**config.mk**
```make
export PLATFORM = sky130hd
export DESIGN_NAME = tribus_arbiter
export DESIGN_NICKNAME = d
export VERILOG_FILES = /design/src/rtl/tribus_arbiter.sv
export SDC_FILE = /design/constraint.sdc
export NUM_CORES = 1
export LEC_CHECK = 0
export ABC_AREA = 1
export BUFFER_PORTS_ARGS = -buffer_cell sky130_fd_sc_hd__buf_2
export CAP_MARGIN = 5
export CORE_AREA = 2 2 47 49
export DETAILED_ROUTE_END_ITERATION = 10
export DIE_AREA = 0 0 49 51
export PLACE_DENSITY = 0.84
export SETUP_SLACK_MARGIN = 0.5
export SYNTH_ARGS = -nofsm -noshare
export SYNTH_HDL_FRONTEND = slang
export SYNTH_SLANG_ARGS = --single-unit
```
**constraint.sdc**
```tcl
create_clock -name clk -period 1.5 [get_ports clk]
set_input_delay 0.3 -clock clk [delete_from_list [all_inputs] [get_ports clk]]
set_output_delay 0.3 -clock clk [all_outputs]
set_load 0.1 [all_outputs]
```
**src/rtl/tribus_arbiter.sv**
```systemverilog
// tribus_arbiter: round-robin tri-state bus arbiter with break-before-make dead time and hold timeout
module tribus_arbiter #(
    parameter int N           = 4,
    parameter int DEAD_CYCLES = 2,
    parameter int MAX_HOLD    = 8
) (
    input  logic                 clk,
    input  logic                 rst,
    input  logic [N-1:0]         req,
    output logic [N-1:0]         en,
    output logic [$clog2(N)-1:0] gnt_id,
    output logic                 bus_busy,
    output logic                 timeout
);
    localparam int IW = $clog2(N);
    localparam int HW = MAX_HOLD > 0 ? $clog2(MAX_HOLD + 1) : 1;
    localparam int DW = DEAD_CYCLES > 0 ? $clog2(DEAD_CYCLES + 1) : 1;
    typedef enum logic [1:0] {IDLE, GRANT, DEAD} state_t;
    state_t          state;
    logic [IW-1:0]   ptr;
    logic [IW-1:0]   sel;
    logic [IW-1:0]   nxt_ptr;
    logic [HW-1:0]   hold;
    logic [DW-1:0]   dead;
    logic [2*N-1:0]  dbl;
    logic [N-1:0]    rot;
    logic            rel;
    logic            expire;
    // rotate req so bit 0 is the pointer position, then take the lowest set bit
    always_comb begin
        dbl     = {req, req} >> ptr;
        rot     = dbl[N-1:0];
        sel     = ptr;
        for (int i = N - 1; i >= 0; i--)
            if (rot[i]) sel = IW'((int'(ptr) + i) % N);
        nxt_ptr = (gnt_id == IW'(N - 1)) ? '0 : gnt_id + 1'b1;
        rel     = !req[gnt_id];
        expire  = (MAX_HOLD != 0) && (hold == HW'(MAX_HOLD));
    end
    // grant / release / dead-time sequencing with registered outputs
    always_ff @(posedge clk or posedge rst) begin
        if (rst) begin
            state    <= IDLE;
            en       <= '0;
            gnt_id   <= '0;
            bus_busy <= 1'b0;
            timeout  <= 1'b0;
            ptr      <= '0;
            hold     <= '0;
            dead     <= '0;
        end else begin
            timeout <= 1'b0;
            case (state)
                IDLE:
                    if (|req) begin
                        en       <= N'(1) << sel;
                        gnt_id   <= sel;
                        bus_busy <= 1'b1;
                        hold     <= HW'(1);
                        state    <= GRANT;
                    end
                GRANT:
                    if (rel || expire) begin
                        en       <= '0;
                        bus_busy <= 1'b0;
                        timeout  <= !rel;
                        ptr      <= nxt_ptr;
                        dead     <= '0;
                        state    <= (DEAD_CYCLES == 0) ? IDLE : DEAD;
                    end else if (MAX_HOLD != 0) begin
                        hold <= hold + 1'b1;
                    end
                DEAD:
                    if (dead == DW'(DEAD_CYCLES - 1)) begin
                        dead  <= '0;
                        state <= IDLE;
                    end else begin
                        dead <= dead + 1'b1;
                    end
                default: state <= IDLE;
            endcase
        end
    end
endmodule

```
==> results.txt <==
* Number of buffers inserted by port buffering: 13
* Leading cell type in the layout, fill and taps excluded: sky130_fd_sc_hd__nand2_1
* Master cell of the clock root buffer: sky130_fd_sc_hd__clkbuf_4
- Across all layers, the routed design uses between 1,000 and 1,500 vias.
- Across all hold checks on the routed design, the worst slack comes to -7.54 ps.
- TritonCTS created 3 clock buffers.
- Overall fraction of global-route tracks in use: 26.7%
- Global routing used 2.92% of the available met3 tracks.
- Worst Tran Pin Value: approximately 250 ps
* Setup clock skew after layout: ~1.6 ps
* Proportion of synthesized chip area in sequential cells: between 40% and 50%
- Final WL: ~3.7 mm
- Category of the critical setup timing path: register to register
- Global routing met1 resource utilization: approximately 29%
* Core ar.: between 2000 and 2500 sq um
- The floorplan step set the die height to approximately 51 um.
* Flop and latch count out of synthesis: 18
* Antenna diodes: 0
- Netlist Area Pre-Place: 1060 sq um
- With fillers left out, the area of the finished cells amounts to between 1500 and 2000 sq um.
- DRC violations left: 0
- Most frequent cells in the layout: sky130_fd_sc_hd__nand2_1 (29), sky130_fd_sc_hd__nand2_2 (16), sky130_fd_sc_hd__buf_4 (14)
* Worst path required time: approximately 1700 ps
- Slack of the critical path: -64.6 ps
- After legalization and detailed placement, the total HPWL measured between 1.5 and 2 mm.
- For this run, the top clock speed supported by timing is ~0.64 GHz.
* Skew-Pair Late Insertion Delay: 300 ps
* WL/cell: approximately 18 um
- Number of nets at the end of the flow: between 150 and 200
* Post-Syn Nets: approximately 150
* Die Area: between 2000 and 2500 sq um
- Drt pass-1 iters: 4
- Entering global routing, the biggest net connects 19 pins.
* Average footprint of a synthesized cell: 7.35 sq um
* Wire length of the first global-routing pass: approximately 5 mm
- RSZ-0062 raised after global routing: yes
- The number of hold buffers added after CTS was 0.
* Vias in the first global route: 1,103
- Kind of end point of the critical path: register
- The checks that failed: negative hold slack, negative setup slack.
- Placed Area: between 1000 and 1500 sq um
- The worst path uses 104% of the clock period.
* Initial Utilization: between 50% and 60%
* Number of setup violations in the final report: 7
* Result of the run: complete, but fails checks
- met2 is the most crowded layer.
- Relative to the synthesized area, the layout overhead comes to 61.2%.
- The die is about 49 um wide.
* Reg2Reg Launch Point: ptr[0]
- Final Critical Period: roughly 1600 ps
- H-tree levels: 1
* Max Root-Sink Buffers: 2
- Initial detailed-routing violation count: 28
* GR Layer Usage met2: approximately 52%
- Routed via count divided by cell count: between 5 and 6
* CTS Sinks: 18
- Once detail routing completed, the nets flagged for antenna violations numbered 0.
- CTS tree: yes
* Path type of the worst min-delay path: primary input to asynchronous set/reset pin
- Slew Viols, Final: 0
* Worst setup SP type: register
- After clock tree synthesis, the clock-pin slew on the worst setup and hold paths is around 100 ps.
- Arrival time of data at the critical path endpoint: 1750 ps
* Proportion of layout cells with a drive suffix above 1: 58.7%
- Number of distinct library cells after synthesis: 20
- Measured against its own limit, the worst slew margin works out to 83.1%.
* GP Congestion: roughly 0.84
- Worst reg2reg endpoint: en[0]
- Count of warnings emitted by yosys: 0
* Cell count after synthesis: 144
- For the worst flop-to-flop path, the logic depth is 11.
* Minimum setup slack among reg-to-reg paths: -60 ps
- Sum of overflow across all layers after global routing: 0
- The initial antenna violation count was 0.
- Number of placement rows: 17
* Max-Cap Viols: 0
* Critical path fanouts, max: 7
* I/O pins: 14
- Final hold violation count: 18
-- cells in the mapped netlist --
cell	count	area (sq um)
sky130_fd_sc_hd__nand2_1	48	180
sky130_fd_sc_hd__inv_1	20	75.1
sky130_fd_sc_hd__dfrtp_1	18	450
sky130_fd_sc_hd__nand3_1	17	85.1
sky130_fd_sc_hd__nor2_1	11	41.3
sky130_fd_sc_hd__o21ai_0	7	35.0
sky130_fd_sc_hd__nand4_1	4	25.0
sky130_fd_sc_hd__ha_1	3	37.5
sky130_fd_sc_hd__nand2_2	3	18.8
sky130_fd_sc_hd__buf_6	2	22.5
sky130_fd_sc_hd__o21ai_2	2	17.5
sky130_fd_sc_hd__a21boi_0	1	7.51
sky130_fd_sc_hd__a31oi_1	1	6.26
sky130_fd_sc_hd__inv_6	1	8.76
sky130_fd_sc_hd__nand2b_1	1	6.26
sky130_fd_sc_hd__nand3_2	1	10.0
sky130_fd_sc_hd__nor2_2	1	6.26
sky130_fd_sc_hd__o31ai_1	1	7.51
sky130_fd_sc_hd__xnor2_1	1	8.76
sky130_fd_sc_hd__xor2_1	1	8.76
-- stage by stage --
stage / instances / setup TNS (ps) / setup slack (ps) / hold WS [ps] / util [%]
after global placement: 186 / 0 / 34.3 / 317 / 58.5
final: 207 / -200 / -64.6 / -7.54 / 82.7
after CTS: 203 / 0 / 75.1 / 8.31 / 73.1
after floorplan: 144 / 0 / 78.1 / 238 / -
after detailed placement: 186 / -131 / -45.7 / 326 / 58.5
after global routing: 207 / -996 / -127 / 14.6 / 82.7
-- layer usage --
layer	up-vias	part of all wire (%)	wire length, um
li1	526	-	-
met1	570	35	1310
met2	57	52	1930
met3	30	4.0	150
met4	0	8.8	326
met5	-	0	0
-- sequential cells by signal, summed over array words and instances, names as in the netlist --
register / cells
ptr: 2
bus_busy: 1
timeout: 1
gnt_id: 2
hold: 4
en: 4
state: 2
dead: 2
-- final cells by class --
cell class | instances | area, sq um
tap | 28 | 35.0
clock buffer | 3 | 22.5
fill | 116 | 357
inverter | 21 | 95.1
multi-input combinational | 103 | 717
timing repair buffer | 34 | 369
sequential | 18 | 468
-- worst max-delay path: stages (launching register included) --
cell and delay [ps]:
sky130_fd_sc_hd__dfrtp_2 480, sky130_fd_sc_hd__clkinv_4 140, sky130_fd_sc_hd__nand2_4 110, sky130_fd_sc_hd__nand2_2 50, sky130_fd_sc_hd__nand2_2 80, sky130_fd_sc_hd__nand2_4 70
sky130_fd_sc_hd__nor2_4 100, sky130_fd_sc_hd__nand2_1 70, sky130_fd_sc_hd__nand3_2 110, sky130_fd_sc_hd__nand2_2 70, sky130_fd_sc_hd__nand4_1 70, sky130_fd_sc_hd__nand2_1 90
-- worst max path at each step --
| stage | start | to | slack, ps | cells after the start |
|---|---|---|---|---|
| finish | ptr[0] | en[0] | -60 | 11 |
| floorplan | gnt_id[0] | hold[3] | 80 | 8 |
| detailed placement | ptr[0] | gnt_id[0] | -50 | 9 |
| CTS | ptr[0] | en[3] | 80 | 11 |
| global route | ptr[0] | en[0] | -130 | 11 |
| global placement | ptr[0] | gnt_id[0] | 30 | 9 |
-- kinds of logic after synthesis --
logic type      after synthesis  share of synthesized area [%]
simple gates                 86                           35.2
flops                        18                           42.6
buf+inv                      23                           10.0
xor+xnor                      2                           1.66
fa+ha+maj                     3                           3.55
compound gates               12                           6.97
-- repair_timing --
item                       CTS  global route
buffers inserted            14             4
setup endpoints to repair   26            26
gates resized for setup     56            45
pin swaps                   17            24
Power is not shown: default switching activity piles up to over one toggle a cycle in this logic, so the estimate is an artifact.
